`src/rtl/rc_charge_sequencer_if.sv`:
```
// Host-side control/result handshake for rc_charge_sequencer.
interface rc_charge_sequencer_if #(
  parameter int CNT_W = 16
) ();
  logic             start;
  logic             busy;
  logic             res_valid;
  logic             res_ready;
  logic [CNT_W-1:0] res_cnt;
  logic             res_timeout;

  modport master (output start, res_ready, input busy, res_valid, res_cnt, res_timeout);
  modport slave  (input start, res_ready, output busy, res_valid, res_cnt, res_timeout);
endinterface

```
`src/rtl/rc_charge_sequencer.sv`:
```
// Discharge / charge / count sequencer for a series-R shunt-C test network.
// Optional RC_SEQ_DEGLITCH_EN: comparator must read high 3 clocks running before a trip counts.
module rc_charge_sequencer #(
  parameter int CNT_W      = 16,
  parameter int DIS_CYCLES = 64,
  parameter int TIMEOUT    = 65535
) (
  input  logic                  clk,
  input  logic                  rst_n,
  rc_charge_sequencer_if.slave  host,
  input  logic                  comp_hi,
  output logic                  chg_en,
  output logic                  dis_en
);
  localparam int DW = (DIS_CYCLES > 1) ? $clog2(DIS_CYCLES) : 1;
  localparam logic [CNT_W-1:0] TO      = CNT_W'(TIMEOUT);
  localparam logic [DW-1:0]    DIS_END = DW'(DIS_CYCLES - 1);

  typedef enum logic [2:0] {IDLE, DISCH, GAP, CHARGE, REPORT} state_t;

  state_t           state;
  logic [DW-1:0]    dcnt;
  logic [CNT_W-1:0] cnt, cnt_nxt;
  logic             comp_m, comp_s, trip;

  always_ff @(posedge clk or negedge rst_n) begin
    if (!rst_n) {comp_s, comp_m} <= 2'b00;
    else        {comp_s, comp_m} <= {comp_m, comp_hi};
  end

`ifdef RC_SEQ_DEGLITCH_EN
  // Run length of high comparator samples seen inside the current CHARGE phase.
  logic [1:0] run;
  always_ff @(posedge clk or negedge rst_n) begin
    if (!rst_n)                         run <= 2'd0;
    else if (state == CHARGE && comp_s) run <= (run == 2'd2) ? run : run + 2'd1;
    else                                run <= 2'd0;
  end
  assign trip = comp_s && (run == 2'd2);
`else
  assign trip = comp_s;
`endif

  // The count includes the current CHARGE clock, so a trip on the first one reports 1.
  assign cnt_nxt = cnt + 1'b1;

  always_ff @(posedge clk or negedge rst_n) begin
    if (!rst_n) begin
      state            <= IDLE;
      dcnt             <= '0;
      cnt              <= '0;
      chg_en           <= 1'b0;
      dis_en           <= 1'b0;
      host.busy        <= 1'b0;
      host.res_valid   <= 1'b0;
      host.res_cnt     <= '0;
      host.res_timeout <= 1'b0;
    end else begin
      case (state)
        IDLE: if (host.start) begin
          state     <= DISCH;
          host.busy <= 1'b1;
          dis_en    <= 1'b1;
          dcnt      <= '0;
          cnt       <= '0;
        end
        DISCH: begin
          if (dcnt == DIS_END) begin
            state  <= GAP;
            dis_en <= 1'b0;
          end else begin
            dcnt <= dcnt + 1'b1;
          end
        end
        GAP: begin
          state  <= CHARGE;
          chg_en <= 1'b1;
        end
        CHARGE: begin
          if (trip || cnt_nxt == TO) begin
            state            <= REPORT;
            chg_en           <= 1'b0;
            host.res_valid   <= 1'b1;
            host.res_cnt     <= trip ? cnt_nxt : TO;
            host.res_timeout <= !trip;
          end else begin
            cnt <= cnt_nxt;
          end
        end
        REPORT: begin
          // Bleed switch closes one clock after the charge switch opened.
          if (host.res_ready) begin
            state          <= IDLE;
            host.res_valid <= 1'b0;
            host.busy      <= 1'b0;
            dis_en         <= 1'b0;
          end else begin
            dis_en <= 1'b1;
          end
        end
        default: state <= IDLE;
      endcase
    end
  end
endmodule
```
`src/flat_wrapper.sv`:
```
// flat-port wrapper written by rule: the top's interface ports become plain ports
module rc_charge_sequencer_flat 
#(
  parameter int CNT_W      = 16,
  parameter int DIS_CYCLES = 64,
  parameter int TIMEOUT    = 65535
)
  (clk, rst_n, comp_hi, chg_en, dis_en, host_start, host_res_ready, host_busy, host_res_valid, host_res_cnt, host_res_timeout);
  rc_charge_sequencer_if #(.CNT_W(CNT_W)) host_i ();
  input  logic clk;
  input  logic rst_n;
  input  logic comp_hi;
  output logic chg_en;
  output logic dis_en;
  input wire logic [$bits(host_i.start)-1:0] host_start;
  input wire logic [$bits(host_i.res_ready)-1:0] host_res_ready;
  output wire logic [$bits(host_i.busy)-1:0] host_busy;
  output wire logic [$bits(host_i.res_valid)-1:0] host_res_valid;
  output wire logic [$bits(host_i.res_cnt)-1:0] host_res_cnt;
  output wire logic [$bits(host_i.res_timeout)-1:0] host_res_timeout;
  assign host_i.start = host_start;
  assign host_i.res_ready = host_res_ready;
  assign host_busy = host_i.busy;
  assign host_res_valid = host_i.res_valid;
  assign host_res_cnt = host_i.res_cnt;
  assign host_res_timeout = host_i.res_timeout;
  rc_charge_sequencer #(.CNT_W(CNT_W), .DIS_CYCLES(DIS_CYCLES), .TIMEOUT(TIMEOUT)) u_core (.clk(clk), .rst_n(rst_n), .host(host_i), .comp_hi(comp_hi), .chg_en(chg_en), .dis_en(dis_en));
endmodule
```
`config.mk`:
```
export PLATFORM = sky130hd
export DESIGN_NAME = rc_charge_sequencer_flat
export DESIGN_NICKNAME = d
export VERILOG_FILES = /design/src/rtl/rc_charge_sequencer_if.sv /design/src/rtl/rc_charge_sequencer.sv /design/src/flat_wrapper.sv
export SDC_FILE = /design/constraint.sdc
export NUM_CORES = 1
export LEC_CHECK = 0
export CAP_MARGIN = 20
export CORE_ASPECT_RATIO = 0.5
export CORE_UTILIZATION = 57
export CTS_CLUSTER_DIAMETER = 50
export DETAILED_ROUTE_END_ITERATION = 12
export PLACE_DENSITY = 0.8
export SYNTH_ARGS = -nofsm -noshare
export SYNTH_HDL_FRONTEND = slang
export SYNTH_SLANG_ARGS = --single-unit
```
`constraint.sdc`:
```
create_clock -name clk -period 3.05 [get_ports clk]
set_input_delay 0.61 -clock clk [delete_from_list [all_inputs] [get_ports clk]]
set_output_delay 0.61 -clock clk [all_outputs]
set_load 0.01 [all_outputs]
```
## Yosys cells after proc, flatten, opt, wreduce, memory -nomap -nowiden

Index checks and enable logic that the tools add are counted.

| word-level totals | value |
|---|---|
| register bits after elaboration | 48 |
| input bits | 5 |
| output and inout bits | 21 |
| logic and storage cells | 64 |

| operators by class | value |
|---|---|
| $add $sub $neg | 2 |
| equality and inequality tests | 12 |
| multiplexer cells | 22 |
| reductions and logical operators | 17 |

Operators by type and width:

| cell | number |
|---|---|
| $mux 16 | 3 |
| $pmux 16 s2 | 1 |
| $add 16x1->16 const B | 1 |
| $eq 16x16->1 const B | 1 |
| $pmux 3 s5 | 1 |
| $reduce_and 3->1 | 5 |
| $mux 3 | 4 |
| $mux 6 | 2 |
| $pmux 6 s2 | 1 |
| $reduce_bool 2->1 | 5 |
| $ne 2x2->1 const B | 4 |
| $add 6x1->6 const B | 1 |
| $eq 3x2->1 const B | 2 |
| $eq 6x6->1 const B | 1 |
| $mux 1 | 6 |
| $pmux 1 s2 | 3 |
| $ne 2x1->1 const B | 2 |
| $reduce_and 2->1 | 2 |
| $reduce_and 4->1 | 1 |
| $eq 3x1->1 const B | 1 |
| $eq 3x3->1 const B | 1 |
| $logic_not 3->1 | 1 |
| $pmux 1 s3 | 1 |
| $reduce_bool 3->1 | 1 |
| other kinds (2) | 2 |

## Depth between registers and ports, before layout

| logic depth | value |
|---|---|
| depth in word-level cells | 5 |
| depth in mapped cells | 10 |
| depth with buffers taken out | 8 |

## Worst setup path before layout

OpenSTA, ideal clock, no wires.

| path | value |
|---|---|
| path type | register -> register |
| start point | register u_core.cnt[0] |
| end point | register u_core.cnt[3] |
| library setup time | 126 ps |
| arrival time | 2679 ps |
| data required time | 2924 ps |
| slack | 245 ps |
| stages on the path, launching flop included | 11 |
| path buffers | 2 |
| clock period less this slack | 2805 ps |
| cells stage by stage | dfrtp_1 -> ha_1 -> buf_6 -> nand3_4 -> or3_1 -> a2111o_1 -> nor4_2 -> a31o_1 -> buf_4 -> nor2_1 -> a221o_1 |

| between the ends | value |
|---|---|
| longest elaborated chain between the ends | 5 |
| elaborated cells on any way between the ends | 7 |
| classes of those cells | add/sub (1); eq/ne (2); mux (2); reduce/logical (2) |

RTL lines:

| what | RTL line | RTL |
|---|---|---|
| from (decl) | rc_charge_sequencer.sv:23 | `logic [CNT_W-1:0] cnt, cnt_nxt;` |
| from (signal assigned) | rc_charge_sequencer.sv:87 | `cnt <= cnt_nxt;` |
| $add 16x1->16 (*) | rc_charge_sequencer.sv:45 | `assign cnt_nxt = cnt + 1'b1;` |
| $eq 16x16->1 | rc_charge_sequencer.sv:80 | `if (trip \|\| cnt_nxt == TO) begin` |
| $logic_or 1x1->1 | rc_charge_sequencer.sv:80 |  |
| $ne 2x2->1 (no source line) | - |  |
| $reduce_and 3->1 (no source line) | - |  |

Mark *: on every way between the ends. The rest lies on a longest branch, timed or not. The select of a mux whose other input is x is not followed.
A chain may end at the register's enable or synchronous reset.

## Final worst setup path

| path | value |
|---|---|
| start point | register u_core.cnt[1] |
| end point | register u_core.cnt[5] |

Same word-level chain as after synthesis.

==> flow_metrics.env <==
export IMPL_slew_viol_final=0
export IMPL_io_pins=26
export IMPL_cap_violations=0
export IMPL_ys_ff_latch=48
export IMPL_r2r_setup_slack_ns=0.15
export IMPL_core_area_um2=4120
export IMPL_routed_wl_mm=5.94
export IMPL_grt_usage_pct=27.0
export IMPL_power_leakage_uw=0.00128
export IMPL_drc=0
export IMPL_syn_area_um2=2600
export IMPL_fmax_mhz=344
export IMPL_worstSetupStartpointType="flop"
export IMPL_grt_overflow=0
export IMPL_viasPerCell=6.34
export IMPL_syn_inst=259
export IMPL_async_reset_ff_share_pct=100
export IMPL_antenna_cells=0
export IMPL_ys_seq_area_share_pct=46.1
export IMPL_p_total_uw=2250
export IMPL_endpoint="u_core.cnt[5]"
export IMPL_cts_sinks=48
export IMPL_h_tree_depth=2
export IMPL_drtIter0Drc=184
export IMPL_reg2reg_to="u_core.cnt[5]"
export IMPL_drive_gt1_share_pct=11.7
export IMPL_grt_pass1_vias=1994
export IMPL_status="completed"
export IMPL_critical_path_max_fanout=8
export IMPL_rows=16
export IMPL_tritoncts="yes"
export IMPL_ant_nets=0
export IMPL_gp_congestion=0.959
export IMPL_relSlewSlack_pct=61.6
export IMPL_clock_latency_ns=0.31
export IMPL_required_ns=3.25
export IMPL_grt_max_degree=49
export IMPL_reg2regPathDepth=9
export IMPL_fin_nets=289
export IMPL_final_util_pct=72.3
export IMPL_yosys_most_used_dff="dfrtp_1"
export IMPL_setup_viol=0
export IMPL_end_kind="flop"
export IMPL_worst_pin_slew_ns=0.572
export IMPL_cellPowerDensity_nw_per_um2=754
export IMPL_syn_area_per_cell_um2=10.1
export IMPL_hold_viol=0
export IMPL_hold_class="input pin to async pin"
export IMPL_period_minus_slack_ns=2.90
export IMPL_clock_path_buffers=2
export IMPL_criticalPathCategory="flop to flop"
export IMPL_r2r_start="u_core.cnt[1]"
export IMPL_synth_edf_count=0
export IMPL_path_clk_slew_ns=0.09
export IMPL_fin_crit_sh_pct=95.2
export IMPL_io_buffer_count=25
export IMPL_die_w_um=97.6
export IMPL_cts_made_buffers=5
export IMPL_cp_data_arrival_time_ns=3.10
export IMPL_cts_root_buf="clkbuf_8"
export IMPL_crit_path_start="u_core.cnt[1]"
export IMPL_num_vias=2129
export IMPL_dp_hpwl_mm=4.16
export IMPL_wire_per_inst_um=17.7
export IMPL_drt_pass1_iter_count=5
export IMPL_grt_pass1_wl_mm=9.92
export IMPL_vdd_drop_max_v=0.000330
export IMPL_antenna_found_initial=0
export IMPL_die_area_um2=4860
export IMPL_synth_cell_types=49
export IMPL_yosysWarnings=0
export IMPL_finalClockSkew_ns=0.0111
export IMPL_synthesis_nets=267
export IMPL_syn2layout_area_growth_pct=14.6
export IMPL_hold_buffers=0
export IMPL_start_util_pct=63.1
export IMPL_dieHeight_um=49.8
## per-stage QoR
| stage | setup WS (ns) | instances | hold WS, ns | setup TNS (ns) | area [µm²] |
|---|---|---|---|---|---|
| 2_1_floorplan | 0.245 | 259 | 0.314 | 0 | 2600 |
| 3_3_place_gp | 0.255 | 327 | 0.333 | 0 | 2850 |
| 3_5_place_dp | 0.123 | 327 | 0.338 | 0 | 2850 |
| 4_1_cts | 0.0948 | 335 | 0.359 | 0 | 2950 |
| 5_1_grt | -0.00223 | 336 | 0.252 | -0.00223 | 2980 |
| 6_report | 0.147 | 336 | 0.217 | 0 | 2980 |
## layout by cell type, fill, tap and decap left out, drive strengths merged, types with 7 or more instances in the layout
master	netlist	layout
nand4	7	7
nor3	9	9
o21ai	13	13
clkdlybuf4s50	0	24
dfrtp	48	48
buf	6	8
nand2	28	28
a21oi	9	9
and3	7	7
a2bb2oi	16	16
nor4	7	7
mux2i	7	7
nor2	26	26
nand3	10	10
## power breakdown
part / switching (µW) / internal [µW]
registers: 183 / 842
clock network: 223 / 184
logic: 370 / 447
total: 776 / 1470
## routing by layer
layer | up-vias | track usage [%] | part of all wire (%)
li1 | 984 | - | -
met1 | 1041 | 38.2 | 45
met2 | 93 | 40.9 | 46
met3 | 11 | 5.82 | 7.3
met4 | 0 | 10.3 | 1.5
met5 | - | 0 | 0
## synthesized netlist by cell type, drive strengths merged (2+ instances only)
cell type | count | area, µm²
a211o | 2 | 17.5
a21oi | 9 | 56.3
a221o | 6 | 60.1
a2bb2oi | 16 | 178
and2 | 2 | 12.5
and3 | 7 | 43.8
buf | 6 | 67.6
clkbuf | 10 | 48.8
dfrtp | 48 | 1200
ha | 3 | 37.5
inv | 6 | 22.5
mux2 | 2 | 22.5
mux2i | 7 | 70.1
nand2 | 28 | 108
nand2b | 2 | 12.5
nand3 | 10 | 62.6
nand3b | 2 | 15.0
nand4 | 7 | 43.8
nor2 | 26 | 105
nor2b | 3 | 18.8
nor3 | 9 | 45.0
nor4 | 7 | 50.1
o21ai | 13 | 65.1
or2 | 2 | 12.5
or3 | 3 | 18.8
xnor2 | 6 | 52.6
xor2 | 5 | 43.8
## worst min-delay path by stage
| stage | start | to |
|---|---|---|
| after floorplan | rst_n | u_core.chg_en |
| after global placement | u_core.comp_m | u_core.comp_s |
| after detailed placement | u_core.comp_m | u_core.comp_s |
| after CTS | u_core.comp_m | u_core.comp_s |
| after global routing | rst_n | u_core.host.res_cnt[9] |
| final | rst_n | u_core.cnt[12] |
## cells by family (layout without fill, tap and decap cells)
group                      after synthesis  in the layout  share of synthesized area (%)
and+or+nand+nor                        109            109                           21.4
AOI/OAI and AO/OA                       56             56                           18.1
xor gates and xnor gates                11             11                           3.70
muxes                                    9              9                           3.56
adders and majority gates                3              3                           1.44
buffers and inverters                   23             46                           5.72
DFF                                     48             48                           46.1
## worst max-delay path: stages, from the launching register on
cell      delay, ns
dfrtp_1        0.46
ha_1           0.26
nand3_4        0.12
or3_1          0.36
a2111o_1       0.46
nor4_4         0.39
a31o_1         0.22
buf_4          0.18
nor3_1         0.07
a221o_1        0.28
## flip-flops by register name (all words and copies together), names as in the netlist, 3 cells and up
signal and count:
u_core.host.res_cnt 16, u_core.dcnt 6, u_core.state 3, u_core.cnt 16
## area by class of cell
cell class / count / area, µm²
clock buffers: 6 / 82.6
repair buffers: 32 / 323
well taps: 54 / 67.6
clock inverters: 2 / 15.0
fillers: 316 / 1140
multi-input cells: 188 / 1270
flip-flops and latches: 48 / 1200
inverters: 6 / 22.5
## repair_timing
| item | CTS | global route |
|---|---|---|
| endpoints found under the setup margin | 0 | 31 |
| hold endpoints to repair | 0 | 0 |
| resized for setup | 0 | 2 |
| setup buffers | 0 | 0 |
(Power assumes the default switching activity.)
